==> config.mk <==
export PLATFORM = sky130hd
export DESIGN_NAME = nrs_sched_tx
export DESIGN_NICKNAME = d
export VERILOG_FILES = /design/src/rtl/nrs_sched_tx.sv
export SDC_FILE = /design/constraint.sdc
export NUM_CORES = 1
export LEC_CHECK = 0
export ABC_AREA = 1
export ABC_CLOCK_PERIOD_IN_PS = 3000
export CAP_MARGIN = 40
export CORE_UTILIZATION = 55
export CTS_CLUSTER_DIAMETER = 30
export DETAILED_ROUTE_END_ITERATION = 10
export MAX_ROUTING_LAYER = met4
export PLACE_DENSITY = 0.8
export SLEW_MARGIN = 25
export SYNTH_ARGS = -nofsm -noshare
export SYNTH_HDL_FRONTEND = slang
export SYNTH_SLANG_ARGS = --single-unit
==> constraint.sdc <==
create_clock -name clk -period 3 [get_ports clk]
set_input_delay 0.3 -clock clk [delete_from_list [all_inputs] [get_ports clk]]
set_output_delay 0.3 -clock clk [all_outputs]
set_load 0.02 [all_outputs]
==> src/rtl/nrs_sched_tx.sv <==
// nrs_sched_tx: NB-IoT NRS scheduler. Reduces N_cell_ID to v_shift = N_cell_ID mod 6, then walks a 14x12 subframe flagging NRS pilots.
// Optional macro NRS_PORT1_EN adds input ant_port, which selects the antenna-port-1 pilot offsets.
module nrs_sched_tx (
    input  logic       clk,
    input  logic       rst,
    input  logic       cell_id_vld,
    input  logic [8:0] N_cell_ID,
    input  logic       sf_start,
    input  logic       nrs_en,
`ifdef NRS_PORT1_EN
    input  logic       ant_port,
`endif
    input  logic       out_ready,
    output logic       out_valid,
    output logic [3:0] sym_idx,
    output logic [3:0] sc_idx,
    output logic       is_nrs,
    output logic [2:0] nrs_addr,
    output logic [2:0] v_shift,
    output logic       vs_rdy,
    output logic       sf_done,
    output logic       req_err
);

    typedef enum logic [1:0] {S_IDLE, S_CALC, S_READY, S_RUN} state_t;

    state_t     r_state;
    state_t     w_state_nxt;
    logic [8:0] r_rem;
    logic [2:0] r_step;
    logic       r_nrs_en;
    logic       r_out_valid;
    logic       r_is_nrs;
    logic       r_vs_rdy;
    logic       r_sf_done;
    logic       r_req_err;
    logic [3:0] r_sym;
    logic [3:0] r_sc;
    logic [2:0] r_nrs_addr;
    logic [2:0] r_v_shift;

    logic       w_hs;
    logic       w_last;
    logic       w_cid_ok;
    logic       w_sf_ok;
    logic       w_err;
    logic [8:0] w_sub;
    logic [8:0] w_rem_nxt;
    logic [3:0] w_sym_nxt;
    logic [3:0] w_sc_nxt;
    logic       w_en_nxt;
    logic       w_port_nxt;
    logic [3:0] w_off_a;
    logic [3:0] w_off_b;
    logic [3:0] w_off;
    logic       w_pilot;
    logic [2:0] w_addr;

    assign w_hs     = (r_state == S_RUN) && r_out_valid && out_ready;
    assign w_last   = (r_sym == 4'd13) && (r_sc == 4'd11);
    assign w_cid_ok = cell_id_vld && ((r_state == S_IDLE) || (r_state == S_READY));
    // A simultaneous cell_id_vld takes priority, so sf_start is dropped.
    assign w_sf_ok  = sf_start && (r_state == S_READY) && !cell_id_vld;
    assign w_err    = (cell_id_vld && !w_cid_ok) || (sf_start && !w_sf_ok);

    // Step k subtracts 384 >> k: 384, 192, 96, 48, 24, 12, 6.
    assign w_sub     = 9'd384 >> r_step;
    assign w_rem_nxt = (r_rem >= w_sub) ? (r_rem - w_sub) : r_rem;

    always_comb begin
        // NOTE: assigning a default before the case keeps this purely combinational (no latch).
        w_state_nxt = r_state;
        case (r_state)
            S_IDLE:  if (w_cid_ok) w_state_nxt = S_CALC;
            S_CALC:  if (r_step == 3'd6) w_state_nxt = S_READY;
            S_READY: begin
                if (w_cid_ok)     w_state_nxt = S_CALC;
                else if (w_sf_ok) w_state_nxt = S_RUN;
            end
            S_RUN:   if (w_hs && w_last) w_state_nxt = S_READY;
            default: w_state_nxt = S_IDLE;
        endcase
    end

    always_ff @(posedge clk) begin
        // NOTE: sequential state uses non-blocking assignments; reset is synchronous and active-high.
        if (rst) r_state <= S_IDLE;
        else     r_state <= w_state_nxt;
    end

    always_comb begin
        w_sym_nxt = r_sym;
        w_sc_nxt  = r_sc;
        w_en_nxt  = r_nrs_en;
        if (w_sf_ok) begin
            w_sym_nxt = 4'd0;
            w_sc_nxt  = 4'd0;
            w_en_nxt  = nrs_en;
        end else if (w_hs) begin
            if (r_sc == 4'd11) begin
                w_sc_nxt  = 4'd0;
                w_sym_nxt = w_last ? 4'd0 : (r_sym + 4'd1);
            end else begin
                w_sc_nxt  = r_sc + 4'd1;
            end
        end
    end

`ifdef NRS_PORT1_EN
    logic r_ant_port;
    always_ff @(posedge clk) begin
        if (rst)          r_ant_port <= 1'b0;
        else if (w_sf_ok) r_ant_port <= ant_port;
    end
    assign w_port_nxt = w_sf_ok ? ant_port : r_ant_port;
`else
    assign w_port_nxt = 1'b0;
`endif

    // Pilot flags are computed for the next position so that the descriptor leaves a register.
    assign w_off_a = {1'b0, r_v_shift};
    assign w_off_b = (r_v_shift >= 3'd3) ? ({1'b0, r_v_shift} - 4'd3) : ({1'b0, r_v_shift} + 4'd3);

    always_comb begin
        w_off   = w_off_a;
        w_pilot = 1'b0;
        case (w_sym_nxt)
            4'd5, 4'd12: begin
                w_off   = w_port_nxt ? w_off_b : w_off_a;
                w_pilot = w_en_nxt;
            end
            4'd6, 4'd13: begin
                w_off   = w_port_nxt ? w_off_a : w_off_b;
                w_pilot = w_en_nxt;
            end
            default: w_pilot = 1'b0;
        endcase
        w_pilot = w_pilot && ((w_sc_nxt == w_off) || (w_sc_nxt == (w_off + 4'd6)));
        w_addr  = {(w_sym_nxt >= 4'd7), ((w_sym_nxt == 4'd6) || (w_sym_nxt == 4'd13)),
                   (w_sc_nxt >= 4'd6)} & {3{w_pilot}};
    end

    always_ff @(posedge clk) begin
        if (rst) begin
            r_rem       <= '0;
            r_step      <= '0;
            r_nrs_en    <= 1'b0;
            r_out_valid <= 1'b0;
            r_is_nrs    <= 1'b0;
            r_vs_rdy    <= 1'b0;
            r_sf_done   <= 1'b0;
            r_req_err   <= 1'b0;
            r_sym       <= '0;
            r_sc        <= '0;
            r_nrs_addr  <= '0;
            r_v_shift   <= '0;
        end else begin
            r_sf_done   <= w_hs && w_last;
            r_req_err   <= w_err;
            r_out_valid <= (w_state_nxt == S_RUN);
            r_sym       <= w_sym_nxt;
            r_sc        <= w_sc_nxt;
            r_nrs_en    <= w_en_nxt;
            r_is_nrs    <= w_pilot;
            r_nrs_addr  <= w_addr;
            if (w_cid_ok) begin
                r_rem    <= N_cell_ID;
                r_step   <= '0;
                r_vs_rdy <= 1'b0;
            end else if (r_state == S_CALC) begin
                r_rem  <= w_rem_nxt;
                r_step <= r_step + 3'd1;
                if (r_step == 3'd6) begin
                    r_v_shift <= w_rem_nxt[2:0];
                    r_vs_rdy  <= 1'b1;
                end
            end
        end
    end

    assign out_valid = r_out_valid;
    assign sym_idx   = r_sym;
    assign sc_idx    = r_sc;
    assign is_nrs    = r_is_nrs;
    assign nrs_addr  = r_nrs_addr;
    assign v_shift   = r_v_shift;
    assign vs_rdy    = r_vs_rdy;
    assign sf_done   = r_sf_done;
    assign req_err   = r_req_err;

endmodule
== Word level (Yosys, flattened, before mapping) ==
Index checks and enable logic that the tools add are counted.

* Add/subtract/negate cells: 7
* Multipliers: 0
* Divide/modulo/power cells: 0
* Magnitude comparators: 4
* Equal/unequal tests: 13
* Shift operators: 1
* Mux-type cells: 20
* Bitwise gates (word level): 2
* Reductions and logical operators: 26

{| class="wikitable"
|+ Operators by type and width
! kind !! number
|-
| two-way mux 4 bit || 9
|-
| two-way mux 9 bit || 3
|-
| == test 4 bit, second input constant || 4
|-
| logical AND 1 bit || 10
|-
| two-way mux 2 bit || 5
|-
| >= comparator 9 bit || 1
|-
| >> shifter 9 x 3 -> 9 bit, first input constant || 1
|-
| subtractor 9 bit || 1
|-
| adder 4 x 1 -> 4 bit, second input constant || 2
|-
| == test 4 x 3 -> 1 bit, second input constant || 2
|-
| == test 4 bit || 2
|-
| >= comparator 4 x 3 -> 1 bit, second input constant || 2
|-
| case mux 2 bit (4 select lines) || 1
|-
| == test 2 bit, second input constant || 3
|-
| adder 3 x 2 -> 4 bit, second input constant || 1
|-
| adder 4 x 3 -> 4 bit, second input constant || 1
|-
| logical OR 1 bit || 4
|-
| AND reduction 2 bit || 2
|-
| nonzero test 2 bit || 2
|-
| OR reduction 2 bit || 2
|-
| OR reduction 4 bit || 1
|-
| subtractor 3 x 2 -> 4 bit, second input constant || 1
|-
| adder 3 x 1 -> 3 bit, second input constant || 1
|-
| AND 3 bit || 1
|-
| other kinds (8) || 11
|}

* Flip-flop bits (word level): 34
* Bits in latches: 0
* RAM bits: 0
* Memory bits (read-only): 0
* Input port bits: 15
* Output and inout bits: 19
* Logic and storage cells: 87
* Memories: 0

== Logic depth before layout (Yosys ltp) ==
Gate-level depths: netlist (run 1).

* Depth after elaboration: 14
* Mapped depth: 19
* Mapped depth without buffers: 19

== Worst setup path after synthesis (run 1) ==
OpenSTA, ideal clock, no wires.

* Path kind: register -> register
* Start point: register r_step[1]
* End point: register r_v_shift[1], in the netlist v_shift[1]
* Setup time: 116 ps
* Data arrival time: 2345 ps
* Data required time: 2884 ps
* Path slack: 539 ps
* Cell stages (with the launch flop): 14
* Path buffers: 1
* Period minus slack after synthesis: 2461 ps
* Path through: dfxtp_1 inv_1 ha_1 nand2_1 ha_1 a21oi_1 o21ai_0 a221oi_1 nand3_1 clkbuf_1 nor2_1 a21oi_1 o21ai_0 inv_1

* Cells in the longest elaborated chain, start to end: 3
* Elaborated cells on any way between the ends: 6
* Those cells by class: add/sub (1); order compare (1); eq/ne (1); shift (1); mux (1); reduce/logical (1)

{| class="wikitable"
|+ Ends and longest elaborated chain
! item !! RTL line !! source
|-
| start: declaration || 30 || <nowiki>logic [2:0] r_step;</nowiki>
|-
| start signal: assignment || 172 || <nowiki>r_step <= r_step + 3'd1;</nowiki>
|-
| >> shifter 9 x 3 -> 9 bit || 67 || <nowiki>assign w_sub = 9'd384 >> r_step;</nowiki>
|-
| subtractor 9 bit / >= comparator 9 bit (equally long branches) || 68 || <nowiki>assign w_rem_nxt = (r_rem >= w_sub) ? (r_rem - w_sub) : r_rem;</nowiki>
|-
| two-way mux 9 bit || 68 ||
|-
| end signal: assignment || 174 || <nowiki>r_v_shift <= w_rem_nxt[2:0];</nowiki>
|-
| end: declaration || 40 || <nowiki>logic [2:0] r_v_shift;</nowiki>
|}

Several ways; a longest one is shown, not always the timed one. The select of a mux whose other input is x is not followed.
A chain may end at the register's enable or synchronous reset.

== Worst setup path in the final report (run 1) ==
* Start point: register r_step[1]
* End point: register r_rem[1]

* Cells in the longest elaborated chain, start to end: 5
* Elaborated cells on any way between the ends: 6
* Those cells by class: add/sub (1); order compare (1); shift (1); mux (3)

{| class="wikitable"
|+ Ends and longest elaborated chain
! item !! RTL line !! source
|-
| >> shifter 9 x 3 -> 9 bit * || 67 ||
|-
| subtractor 9 bit / >= comparator 9 bit (equally long branches) || 68 ||
|-
| two-way mux 9 bit * || 68 ||
|-
| two-way mux 9 bit * || 170 || <nowiki>end else if (r_state == S_CALC) begin</nowiki>
|-
| two-way mux 9 bit * || 166 || <nowiki>if (w_cid_ok) begin</nowiki>
|-
| end signal: assignment || 167 || <nowiki>r_rem <= N_cell_ID;</nowiki>
|-
| end signal: assignment || 171 || <nowiki>r_rem <= w_rem_nxt;</nowiki>
|-
| end: declaration || 29 || <nowiki>logic [8:0] r_rem;</nowiki>
|}

Every way passes the cells marked *; elsewhere a longest branch is shown, timed or not. The select of a mux whose other input is x is not followed.

==> results of run 1 <==
==> cells by family (layout without fill, tap and decap cells) <==
group | count (synthesis) | after routing | share of synthesized area, %
simple gates | 168 | 168 | 32.2
compound gates | 68 | 68 | 15.9
buf+inv | 58 | 98 | 9.31
flops | 34 | 34 | 28.1
fa+ha+maj | 21 | 21 | 11.2
xor+xnor | 8 | 8 | 2.90
mux | 1 | 1 | 0.414
==> cells in the mapped netlist (all sizes together), types with 2 or more instances <==
cell type,instances
dfxtp,34
xnor2,2
a211oi,2
ha,20
inv,52
a21oi,33
a22oi,4
nor2,50
nand4,5
nand3b,2
nor3,4
nand2,73
buf,2
xor2,6
or2,3
o21ai,20
clkbuf,4
nand3,31
==> stage by stage <==
stage	cell area, um^2	hold WS (ps)	worst slack [ps]	instances
6_report	2920	462	285	448
2_1_floorplan	2420	445	539	358
4_1_cts	2920	471	276	448
3_3_place_gp	2820	446	203	440
5_1_grt	2920	505	24.7	448
3_5_place_dp	2820	454	173	440
==> final cells by class <==
class | count | area (um^2) | area share, %
clock inverter | 2 | 12.5 | 0.429
clock buffer | 6 | 82.6 | 2.83
timing repair buffer | 38 | 368 | 12.6
multi-input combinational | 266 | 1510 | 51.9
tap | 50 | 62.6 | 2.15
sequential | 34 | 681 | 23.3
inverter | 52 | 195 | 6.70
==> where the power goes <==
group          leakage (nW)  switching (mW)  internal (mW)
combinational         0.995           0.171          0.126
sequential            0.277          0.0169          0.471
clock                0.0472           0.174          0.184
total                  1.32           0.362          0.781
==> layer usage <==
metal  vias to the layer above  wire length (um)  GRT usage, %
li1                       1256                 -             -
met1                      1046              2500          32.0
met2                        48              2720          45.8
met3                         6               227          5.00
met4                         0                75          8.85
met5                         -                 0             -
==> sequential cells by signal (all words and copies together), names as in the netlist <==
name and cells:
r_rem 9, sc_idx 4, sym_idx 4, nrs_addr 3, r_step 3, v_shift 3, r_state 2, is_nrs 1
out_valid 1, r_nrs_en 1, req_err 1, sf_done 1, vs_rdy 1
==> critical path, stage by stage (launching register included) <==
cell and delay [ps]:
dfxtp_1 410, inv_1 110, ha_1 320, nand2_1 60, ha_1 350, a21oi_1 190, o21ai_0 120, a221oi_1 240
nand3_1 190, buf_4 200, a21oi_1 220, nand2_1 80, a21oi_1 140
==> worst max path at each step <==
stage / startpoint / to / slack, ps / depth (start not counted)
3_3_place_gp: out_ready / nrs_addr[2]$_SDFF_PP0_ / 200 / 18
3_5_place_dp: out_ready / nrs_addr[2]$_SDFF_PP0_ / 170 / 18
4_1_cts: r_step[1]$_SDFFE_PP0P_ / r_rem[1]$_SDFFE_PP0P_ / 280 / 12
5_1_grt: r_step[1]$_SDFFE_PP0P_ / r_rem[7]$_SDFFE_PP0P_ / 20 / 13
2_1_floorplan: r_step[1]$_SDFFE_PP0P_ / v_shift[1]$_SDFFE_PP0P_ / 540 / 13
6_report: r_step[1]$_SDFFE_PP0P_ / r_rem[1]$_SDFFE_PP0P_ / 290 / 12
==> cell usage in the layout (no fill, tap or decap), drive strengths merged <==
| master | instances |
|---|---|
| xnor2 | 2 |
| o21ai | 20 |
| nand3b | 2 |
| mux2i | 1 |
| nand3 | 31 |
| nor3 | 4 |
| inv | 52 |
| dfxtp | 34 |
| a21o | 1 |
| o221ai | 1 |
| clkbuf | 6 |
| clkdlybuf4s50 | 33 |
| a22oi | 4 |
| ha | 20 |
| clkinvlp | 1 |
| nand4 | 5 |
| a31oi | 1 |
| xor2 | 6 |
| a21oi | 33 |
| o21a | 1 |
| a211oi | 2 |
| a21boi | 1 |
| o32ai | 1 |
| o211ai | 1 |
| a221oi | 1 |
| nand2 | 73 |
| buf | 5 |
| clkinv | 1 |
| fa | 1 |
| or2 | 3 |
| o21bai | 1 |
| nor2 | 50 |
==> results.md, run 1 <==
- Hold Path Origin: vs_rdy$_SDFFE_PP0P_
- Status: complete, no violations
- Initial antenna violation count: 0
- Post-synthesis net count: 394
- Average routed wire per standard cell: 12.3 um
- Worst Path Arrival: 2940 ps
- Layout area overhead: 20.5%
- Slew Limit Fails: 0
- Largest net degree at the start of global routing: 19
- EDFF count, synth: 0
- Port Buffers: 33
- Final setup fails: 0
- Cell depth of the worst flop-to-flop path: 12
- Max cap viols: 0
- Sequential-to-total area share from yosys stat: 28.1%
- DRT Pass-1 Iters: 4
- Ports: 34
- Share of layout cells above drive strength 1: 8.54%
- Critical Path Source Type: flip-flop
- Largest area contributor in the netlist: dfxtp_1
- Ant diodes: 0
- Synth top area share: 28.1%
- Yosys cell types: 39
- First-pass GRT wire length: approximately 9000 um
- Initial core utilization: 58.8%
- CTS sink count: 34
- Tmin final: 2710 ps
- Initial DRC count: 89
- Crit path kind: flip-flop to flip-flop
- Core area: roughly 4000 um^2
- Clock transition at the registers of the reported paths: 70 ps
- H-tree depth: 2
- Hold Crit Class: flip-flop to flip-flop
- Worst EP required: 3220 ps
- Worst-Skew Late Latency: around 290 ps
- Worst r2r src: r_step[1]$_SDFFE_PP0P_
- R2R Path End: r_rem[1]$_SDFFE_PP0P_
- Die X: 68.3 um
- Post-CTS sizing: 0
- Synth area leaders: dfxtp_1, ha_1, nand2_1
- Die height: 68.3 um
- Synthesized cell area: approximately 2400 um^2
- CTS Buf Count: 5
- Max VDD drop: 0.304 mV
- Flop-to-flop setup slack: 290 ps
- RSZ-0062 raised after global routing: false
- Ys Warns: 0
- Root buf cell: clkbuf_8
- Crit-path max FO: 7
- # hold bufs at CTS: 0
- Post-Synthesis Cells: 358
- Fin. Hold Viols: 0
- Antenna-violating nets left: 0
- Slew Limit Headroom: 60.6%
- Final Cycle Share: 90.5%
- Final net count: around 430
- GRT Util Overall: a little over a quarter
- Skew final: between 7 and 8 ps
- Slew @ Worst Pin: 588 ps
- Leak Pwr: 1.32 nW
- Post-CTS Setup Inserts: 0
- WHS Endpoint: vs_rdy$_SDFFE_PP0P_
- Post-synth top flop: dfxtp_1
- Die area: 4670 um^2
- Clk buf depth: 2
- Post-Route Utilization: 70.8%
- Remaining DRCs: 0
- Power Density: roughly 390 nW/um^2
- Upper clock frequency limit: 368 MHz
- Detailed Place HPWL: between 4000 and 5000 um
- #FFs+latches synth: 34
- Setup crit end kind: flip-flop
- Hold path depth: 2
- CTS tree: done
- Total power: 1.14 mW
- Fillers: 352
- Gpl congestion: 0.939
- Setup_tns: 0 ps
- Site Rows: 23
- Syn Area/Cell: 6.76 um^2
- DR vias/cell: around 5.3
- Post-synth ARST share: 0%
- Routed wire length: 5520 um
- Vias in the first global route: 2017
- GRT overflow: 0
- Vias: 2356
(Power assumes the default switching activity.)
==> run 2, diff against run 1 <==
--- a/config.mk
+++ b/config.mk
@@ -13,6 +13,7 @@
 export DETAILED_ROUTE_END_ITERATION = 10
 export MAX_ROUTING_LAYER = met4
 export PLACE_DENSITY = 0.8
+export RECOVER_POWER = 100
 export SLEW_MARGIN = 25
 export SYNTH_ARGS = -nofsm -noshare
 export SYNTH_HDL_FRONTEND = slang
==> results.md, run 2 (synthesized netlist as in run 1, its figures left out) <==
- Slew @ Worst Pin: 590 ps (was 588 ps)
- DRT Pass-1 Iters: 4 (unchanged)
- Initial DRC count: 64 (was 89)
- Crit path from: r_step[1]$_SDFFE_PP0P_ (unchanged)
- Max incr delay on CP: 410 ps (about the same)
- Biggest register: r_rem (unchanged)
- Worst r2r src: r_step[1]$_SDFFE_PP0P_ (unchanged)
- Clk buf depth: 2 (unchanged)
- Antenna-violating nets left: 0 (unchanged)
- Fin. Hold Viols: 0 (unchanged)
- Leak Pwr: 1.38 nW (was 1.32 nW)
- Hold Crit Class: flip-flop to flip-flop (unchanged)
- Flop-to-flop setup slack: 270 ps (was 290 ps)
- Tmin final: 2730 ps (was 2710 ps)
- H-tree depth: 2 (unchanged)
- Die area: 4670 um^2 (unchanged)
- CTS tree: done (unchanged)
- Fillers: 357 (was 352)
- GRT Util Overall: 27.1% (unchanged)
- Setup_tns: 0 ps (unchanged)
- Slew Limit Headroom: 60.5% (was 60.6%)
- Slew Limit Fails: 0 (unchanged)
- Power Density: 393 nW/um^2 (was 392 nW/um^2)
- Critical Path Source Type: flip-flop (unchanged)
- Largest net degree at the start of global routing: 19 (unchanged)
- Share of layout cells above drive strength 1: 7.79% (was 8.54%)
- CP cell instances: inv_1 -> ha_1 -> nand2_1 -> ha_1 -> a21oi_1 -> o21ai_0 -> a221oi_1 -> nand3_1 -> clkbuf_2 -> a21oi_1 -> nand2_1 -> a21oi_1 (was inv_1 -> ha_1 -> nand2_1 -> ha_1 -> a21oi_1 -> o21ai_0 -> a221oi_1 -> nand3_1 -> buf_4 -> a21oi_1 -> nand2_1 -> a21oi_1)
- Root buf cell: clkbuf_8 (unchanged)
- Worst-Skew Late Latency: 290 ps (about the same)
- Gpl congestion: 0.939 (unchanged)
- Die X: 68.3 um (unchanged)
- GRT overflow: 0 (unchanged)
- Remaining DRCs: 0 (unchanged)
- Max FFs per register: 9 (unchanged)
- Worst Path Arrival: 2950 ps (was 2940 ps)
- Clock transition at the registers of the reported paths: 70 ps (about the same)
- Setup crit end kind: flip-flop (unchanged)
- # hold bufs at CTS: 0 (unchanged)
- Crit path kind: flip-flop to flip-flop (unchanged)
- Max VDD drop: 0.304 mV (about the same)
- Post-Route Utilization: 70.5% (was 70.8%)
- Vias in the first global route: 2017 (unchanged)
- Multi-input logic area: 1510 um^2 (about the same)
- Crit-path slowest cell: dfxtp_1 (unchanged)
- Crit-path max FO: 7 (unchanged)
- Total power: 1.14 mW (about the same)
- Status: complete, no violations (unchanged)
- Final net count: 433 (unchanged)
- Post-CTS sizing: 0 (unchanged)
- Register area: 681 um^2 (unchanged)
- Skew final: 6.89 ps (was 7.94 ps)
- Core area: 4120 um^2 (unchanged)
- Worst EP required: 3220 ps (about the same)
- DR vias/cell: 5.25 (was 5.26)
- Initial antenna violation count: 0 (unchanged)
- Max cap viols: 0 (unchanged)
- Ports: 34 (unchanged)
- Post-CTS Setup Inserts: 0 (unchanged)
- Die height: 68.3 um (unchanged)
- Placed insts: 440 (unchanged)
- Average routed wire per standard cell: 12.3 um (about the same)
- Most used cell, CP: a21oi_1 (unchanged)
- CTS Buf Count: 5 (unchanged)
- Routed wire length: 5490 um (was 5520 um)
- Upper clock frequency limit: 366 MHz (was 368 MHz)
- RSZ-0062 raised after global routing: false (unchanged)
- Final setup fails: 0 (unchanged)
- Ant diodes: 0 (unchanged)
- Detailed Place HPWL: 4310 um (unchanged)
- Hold Path Origin: vs_rdy$_SDFFE_PP0P_ (unchanged)
- First-pass GRT wire length: 8960 um (unchanged)
- Vias: 2352 (was 2356)
- Most frequent cells in the layout: nand2_1, inv_1, nor2_1 (unchanged)
- Post-Layout Cell Count: 448 (unchanged)
- Commonest non-fill, non-tap cell in the layout: nand2_1 (unchanged)
- Site Rows: 23 (unchanged)
- Port Buffers: 33 (unchanged)
- Initial core utilization: 58.8% (unchanged)
- Layout area overhead: 20.0% (was 20.5%)
- Final hold slack: 459 ps (was 462 ps)
- CTS sink count: 34 (unchanged)
- Final Cycle Share: 91.0% (was 90.5%)
run 2: cell count changes in the layout (fill, tap and decap cells not counted):
| cell | change |
|---|---|
| buf_4 | -3 |
| clkbuf_1 | +2 |
| clkbuf_2 | +1 |
| clkdlybuf4s50_1 | -20 |
| dlygate4sd3_1 | +20 |
| nand2_1 | +1 |
| nand2_2 | -1 |
run 2: metal layers:
metal / wire length, um / vias up / global-route usage (%)
li1: - / 1254 / -
met1: 2480 / 1050 / 32.0
met2: 2720 / 42 / 45.8
met3: 220 / 6 / 5.00
met4: 75 / 0 / 8.85
met5: 0 / - / -
run 2: cell type report:
cell class                 instances  share of cell area, %
clock buffer                       6                   2.84
tap                               50                   2.16
sequential                        34                   23.4
timing repair buffer              38                   12.3
clock inverter                     2                  0.431
multi-input combinational        266                   52.1
inverter                          52                   6.72
run 2: worst paths after layout:
path / to / cells after the start
max: r_rem[1]$_SDFFE_PP0P_ / 12
min: vs_rdy$_SDFFE_PP0P_ / 2
max reg2reg: r_rem[1]$_SDFFE_PP0P_ / 12
min reg2reg: vs_rdy$_SDFFE_PP0P_ / 2
run 2: through the flow:
stage	instance area, um^2	setup WS, ps
2_1_floorplan	2420	539
3_3_place_gp	2820	203
3_5_place_dp	2820	173
4_1_cts	2920	276
5_1_grt	2900	21.2
6_report	2900	269
run 2: critical path, delay by kind of cell, from the launching register on:
kind	cells	cell delay (ps)
buffers and inverters	2	310
DFF	1	410
and+or+nand+nor	3	330
adders and majority gates	2	670
AOI/OAI and AO/OA	5	940
run 2: power breakdown:
group / leakage (nW) / switching [mW] / internal [mW]
Combinational: 1.05 / 0.171 / 0.122
Sequential: 0.277 / 0.0169 / 0.471
Clock: 0.0472 / 0.175 / 0.184
Total: 1.38 / 0.363 / 0.777
